### config.mk
export PLATFORM = sky130hd
export DESIGN_NAME = mul_div_sequencer_flat
export DESIGN_NICKNAME = d
export VERILOG_FILES = /design/src/rtl/mul_div_sequencer_if.sv /design/src/rtl/mul_div_sequencer.sv /design/src/flat_wrapper.sv
export SDC_FILE = /design/constraint.sdc
export NUM_CORES = 1
export LEC_CHECK = 0
export CAP_MARGIN = 20
export CORE_UTILIZATION = 48
export DETAILED_ROUTE_END_ITERATION = 8
export GPL_TIMING_DRIVEN = 1
export PLACE_DENSITY = 0.65
export SLEW_MARGIN = 20
export SYNTH_ARGS = -nofsm -noshare
export SYNTH_HDL_FRONTEND = slang
export SYNTH_SLANG_ARGS = --single-unit
### constraint.sdc
create_clock -name clk -period 8.6 [get_ports clk]
set_input_delay 0.86 -clock clk [delete_from_list [all_inputs] [get_ports clk]]
set_output_delay 0.86 -clock clk [all_outputs]
set_load 0.02 [all_outputs]
### src/rtl/mul_div_sequencer_if.sv
// Handshake/operand bundle between the EX stage and the iterative RV32M unit.
interface mul_div_sequencer_if #(parameter int XLEN = 32);
  logic            start;
  logic [2:0]      func3;
  logic [XLEN-1:0] opa;
  logic [XLEN-1:0] opb;
  logic            flush;
  logic            stall;
  logic            result_valid;
  logic [XLEN-1:0] result;

  modport master (output start, func3, opa, opb, flush,
                  input  stall, result_valid, result);
  modport slave  (input  start, func3, opa, opb, flush,
                  output stall, result_valid, result);
endinterface

### src/rtl/mul_div_sequencer.sv
// Iterative RV32M unit: one bit per cycle shift-add multiply / restoring divide,
// with single-cycle handling of divide-by-zero and signed overflow.
module mul_div_sequencer #(
  parameter int XLEN = 32
) (
  input logic                clk,
  input logic                rst_n,
  mul_div_sequencer_if.slave bus
);
  localparam int CW = $clog2(XLEN + 1);

  typedef enum logic [1:0] {IDLE, CALC, DONE} state_t;
  state_t state, state_nxt;

  logic [2:0]        op;
  logic [XLEN-1:0]   mcand;     // multiplicand or divisor magnitude
  logic [2*XLEN-1:0] acc;       // {hi, lo}: product / {remainder, quotient}
  logic              neg_res, neg_rem;
  logic [CW-1:0]     cnt;
  logic              vld_q;
  logic [XLEN-1:0]   res_q;

  logic              sgn_a, sgn_b, is_div, div_zero, div_ovf, special, accept;
  logic [XLEN-1:0]   mag_a, mag_b, special_res;

  // Operand decode, only meaningful while IDLE
  always_comb begin
    sgn_a = 1'b0;
    sgn_b = 1'b0;
    case (bus.func3)
      3'b001, 3'b100, 3'b110: begin
        sgn_a = bus.opa[XLEN-1];
        sgn_b = bus.opb[XLEN-1];
      end
      3'b010:  sgn_a = bus.opa[XLEN-1];
      default: ;
    endcase
    mag_a    = sgn_a ? -bus.opa : bus.opa;
    mag_b    = sgn_b ? -bus.opb : bus.opb;
    is_div   = bus.func3[2];
    div_zero = is_div && (bus.opb == '0);
    div_ovf  = is_div && !bus.func3[0] && (bus.opb == '1) &&
               (bus.opa == {1'b1, {(XLEN-1){1'b0}}});
    special  = div_zero || div_ovf;
    if (div_zero) special_res = bus.func3[1] ? bus.opa : '1;
    else          special_res = bus.func3[1] ? '0 : bus.opa;
    accept   = bus.start && !bus.flush;
  end

  logic [XLEN:0]     add_sum, rem_sh, sub_diff;
  logic [2*XLEN-1:0] acc_step, prod_s;
  logic [XLEN-1:0]   q_s, r_s, res_fin;

  // One iteration step plus sign fix-up of the value it produces
  always_comb begin
    add_sum  = {1'b0, acc[2*XLEN-1:XLEN]} + {1'b0, mcand};
    rem_sh   = {acc[2*XLEN-1:XLEN], acc[XLEN-1]};
    sub_diff = rem_sh - {1'b0, mcand};
    if (!op[2])
      acc_step = acc[0] ? {add_sum, acc[XLEN-1:1]} : {1'b0, acc[2*XLEN-1:1]};
    else if (!sub_diff[XLEN])
      acc_step = {sub_diff[XLEN-1:0], acc[XLEN-2:0], 1'b1};
    else
      acc_step = {rem_sh[XLEN-1:0], acc[XLEN-2:0], 1'b0};
    prod_s = neg_res ? -acc_step : acc_step;
    q_s    = neg_res ? -acc_step[XLEN-1:0] : acc_step[XLEN-1:0];
    r_s    = neg_rem ? -acc_step[2*XLEN-1:XLEN] : acc_step[2*XLEN-1:XLEN];
    case (op)
      3'b000:                 res_fin = prod_s[XLEN-1:0];
      3'b001, 3'b010, 3'b011: res_fin = prod_s[2*XLEN-1:XLEN];
      3'b100, 3'b101:         res_fin = q_s;
      default:                res_fin = r_s;
    endcase
  end

  always_ff @(posedge clk or negedge rst_n) begin
    if (!rst_n) state <= IDLE;
    else        state <= state_nxt;
  end

  always_comb begin
    state_nxt = state;
    case (state)
      IDLE: if (accept) state_nxt = special ? DONE : CALC;
      CALC: begin
        if (bus.flush)              state_nxt = IDLE;
        else if (cnt == CW'(1))     state_nxt = DONE;
      end
      DONE:    state_nxt = IDLE;
      default: state_nxt = IDLE;
    endcase
  end

  always_ff @(posedge clk or negedge rst_n) begin
    if (!rst_n) begin
      op      <= '0;
      mcand   <= '0;
      acc     <= '0;
      neg_res <= 1'b0;
      neg_rem <= 1'b0;
      cnt     <= '0;
      vld_q   <= 1'b0;
      res_q   <= '0;
    end else begin
      vld_q <= 1'b0;
      case (state)
        IDLE: if (accept) begin
          op      <= bus.func3;
          neg_res <= sgn_a ^ sgn_b;
          neg_rem <= sgn_a;
          cnt     <= CW'(XLEN);
          if (is_div) begin
            mcand <= mag_b;
            acc   <= {{XLEN{1'b0}}, mag_a};
          end else begin
            mcand <= mag_a;
            acc   <= {{XLEN{1'b0}}, mag_b};
          end
          if (special) begin
            res_q <= special_res;
            vld_q <= 1'b1;
          end
        end
        CALC: if (!bus.flush) begin
          acc <= acc_step;
          cnt <= cnt - CW'(1);
          if (cnt == CW'(1)) begin
            res_q <= res_fin;
            vld_q <= 1'b1;
          end
        end
        default: ;
      endcase
    end
  end

  assign bus.stall        = rst_n && ((state == IDLE && accept) || state == CALC);
  assign bus.result_valid = vld_q;
  assign bus.result       = res_q;
endmodule

### src/flat_wrapper.sv
// flat-port wrapper written by rule: the top's interface ports become plain ports
module mul_div_sequencer_flat 
#(
  parameter int XLEN = 32
)
  (clk, rst_n, bus_start, bus_func3, bus_opa, bus_opb, bus_flush, bus_stall, bus_result_valid, bus_result);
  mul_div_sequencer_if #(.XLEN(XLEN)) bus_i ();
  input logic clk;
  input logic rst_n;
  input wire logic [$bits(bus_i.start)-1:0] bus_start;
  input wire logic [$bits(bus_i.func3)-1:0] bus_func3;
  input wire logic [$bits(bus_i.opa)-1:0] bus_opa;
  input wire logic [$bits(bus_i.opb)-1:0] bus_opb;
  input wire logic [$bits(bus_i.flush)-1:0] bus_flush;
  output wire logic [$bits(bus_i.stall)-1:0] bus_stall;
  output wire logic [$bits(bus_i.result_valid)-1:0] bus_result_valid;
  output wire logic [$bits(bus_i.result)-1:0] bus_result;
  assign bus_i.start = bus_start;
  assign bus_i.func3 = bus_func3;
  assign bus_i.opa = bus_opa;
  assign bus_i.opb = bus_opb;
  assign bus_i.flush = bus_flush;
  assign bus_stall = bus_i.stall;
  assign bus_result_valid = bus_i.result_valid;
  assign bus_result = bus_i.result;
  mul_div_sequencer #(.XLEN(XLEN)) u_core (.clk(clk), .rst_n(rst_n), .bus(bus_i));
endmodule
==> results.md <==
* Status: completed
* Ys flop type: dfrtp_1
* CTS max path bufs at 2
* Synth Register Bits at 142
* CP startpoint kind: register
* Antenna violations before repair at 3
* Min-Delay Path Class: primary input to asynchronous set/reset pin
* WHS at 304 ps
* Fill cells at 3253
* Top Ports at 105
* Die Ht at 186 microns
* Vias per inst at 6.84
* DR WL/cell at 28.4 microns
* Core Area at 0.0334 sq mm
* Period minus WS final at 6680 ps
* Row cnt at 67
* Critical Path RT at 8880 ps
* Crit path max fanout at 19
* P&R area growth vs syn at 12.8%
* Pin count of the biggest net entering global routing at 124
* CP arrival at 6960 ps
* Multi-input logic area at 0.0120 sq mm
* Tcrit/Tclk final at 0.776
* Largest cells by area after synthesis: dfrtp_1, a21oi_1, o21ai_0, nand2_1, ha_1
* GPL Wtd Cong at 1.05
* PortBufs at 104
* DIE AREA at 0.0347 sq mm
* Worst Tran Pin Value at 1200 ps
* CTS buffer count at 17
* Post-synthesis cell area at 0.0163 sq mm
* Syn_area_per_cell at 7.20 sq um
* Final ANT Viol Nets at 0
* Distinct cell type count after synthesis at 94
* Clock Skews at 16.8 ps
* Top-count cell post-synth: nand2_1
* Final nets at 2446
* Commonest cells in the netlist: nand2_1, a21oi_1, o21ai_0
* FFs w/ async S/R, synth at 1.00
* Postcts setup bufs at 0
* RSZ-0062 raised after global routing: no
* GRT Total Usage at 0.452
* Utilization after layout at 0.550
* Max_slew headroom at 0.194
* Layout cells sized above 1 at 0.0652
* First-pass GRT wire length at 113 mm
* Cell accounting for the most synthesized area: dfrtp_1
* Dpl hpwl at 60.4 mm
* GRT Residual Overflow at 0
* Post-Route WL at 78.4 mm
* Skew-Pair Late Insertion Delay at 460 ps
* Register area at 0.00356 sq mm
* ANT cells at 0
* Post-Syn Instances at 2263
* DR pass1 iterations at 6
* Htree depth at 4
* Setup Crit Path Kind: register to register
* Die Wd at 186 microns
* Fin Setup TNS at 0 ps
* Register area share after synthesis at 0.218
* Sinks on Clock Net at 142
* Pwr Density at 418 mW/mm^2
* Via count at 18.9k
* Share of the synthesized area in the top cell type at 0.218
* Power Total at 7680 uW
* DRC errors left at 0
* Final setup vio count at 0
* Syn Nets at 2407
* CP Capture Type: register
* Hold_buf cts at 0
* Clock transition at path regs at 70 ps
* Initial DRC count at 2471
* Synthesis Warnings at 0
* Final hold violation count at 0
* Post-synth EDFFs at 0
* Initial Util at 0.487
* Max-cap check violation count at 0
* Post_cts resized at 0
* Number of global-route vias before repair at 17.0k
* Leak at 0.00730 uW
* F_max at 0.150 GHz
* Peak supply drop at 0.185 mV
* Pins Over Slew Limit at 0
* CTS tree: done
* Root buffer cell: clkbuf_16
-- per-stage QoR --
step,instance area [sq um],setup WS (ps),cells
after floorplan,16300,3350,2263
after global placement,17800,2260,2730
after detailed placement,17800,2120,2731
after CTS,18400,2060,2763
after global routing,18400,1470,2763
final,18400,1920,2763
-- state kept, by name (all words and copies together) (netlist names), 2 cells and up --
| name | count |
|---|---|
| u_core.cnt | 6 |
| u_core.acc | 64 |
| u_core.state | 2 |
| u_core.mcand | 32 |
| u_core.op | 3 |
| u_core.bus.result | 32 |
-- cells by family (layout without fill, tap and decap cells) --
group | count (synthesis) | in the layout | share of synthesized area
multiplexers | 70 | 70 | 0.0441
flip-flops | 142 | 142 | 0.218
adder cells (fa/ha/maj) | 73 | 73 | 0.0569
AND/OR/NAND/NOR | 782 | 782 | 0.227
XOR/XNOR | 154 | 154 | 0.0827
AO/OA/AOI/OAI | 843 | 843 | 0.323
buffers and inverters | 199 | 251 | 0.0476
-- power by group --
group          total (uW)  leakage [uW]  internal (uW)  switching, uW
clock                 808      0.000296            440            369
sequential           1210       0.00178            893            313
combinational        5670       0.00523           1870           3790
-- worst paths after layout --
path                                        from               endpoint  slack (ps)  cells past startpoint
setup / recovery                  u_core.acc[36]  u_core.bus.result[18]        1920                     21
hold / removal                             rst_n          u_core.cnt[3]         300                      1
setup reg to reg                  u_core.acc[36]  u_core.bus.result[18]        1920                     21
hold reg to reg            u_core.bus.result[24]  u_core.bus.result[24]         480                      2
max in group asynchronous                  rst_n           u_core.op[2]        7050                      2
min in group clk           u_core.bus.result[24]  u_core.bus.result[24]         480                      2
-- worst max-delay path, stage by stage, from the launching register on --
cell and delay, ps:
dfrtp_1 480, ha_1 450, o211ai_2 150, o211ai_2 330, a221oi_4 180, a2111o_1 550, a21oi_2 890, nor3_2 260
a21oi_1 260, ha_1 210, o21ai_0 210, or2_2 380, nor2_1 200, nand3_1 250, or2_2 430, nor3b_1 190
buf_4 170, nand3_1 130, o21ai_0 200, mux2_2 350, a22oi_1 150, a311oi_1 60
-- cell usage in the layout, fill, tap and decap left out, types with 15 or more instances in the layout --
master           count
a211oi_1            52
a21o_1              24
a21oi_1            252
a22o_1              21
a31oi_1             36
and2_1              15
and3_1              17
buf_4               41
clkbuf_16           17
clkdlybuf4s50_1    102
dfrtp_1            141
ha_1                71
inv_1               71
mux2_2              15
mux2i_1             55
nand2_1            261
nand2b_1            23
nand3_1             48
nand4_1             26
nor2_1             212
nor2b_1             16
nor3_1              62
nor4_1              19
o211ai_1            25
o21ai_0            248
o31ai_1             36
or3_1               15
xnor2_1             88
xor2_1              66
-- metal layers --
| metal | GRT usage | routed length [microns] |
|---|---|---|
| met5 | 0 | 40 |
| met4 | 0.292 | 5770 |
| met3 | 0.135 | 9430 |
| met2 | 0.655 | 32100 |
| met1 | 0.581 | 31100 |
-- area by class of cell --
| type | instances | share of cell area |
|---|---|---|
| clock inverters | 15 | 0.00973 |
| repair buffers | 146 | 0.0738 |
| multi-input cells | 1922 | 0.655 |
| flip-flops and latches | 142 | 0.193 |
| clock buffers | 17 | 0.0231 |
| well taps | 448 | 0.0305 |
| inverters | 73 | 0.0149 |
No activity file was read; power rests on OpenSTA's default activity.
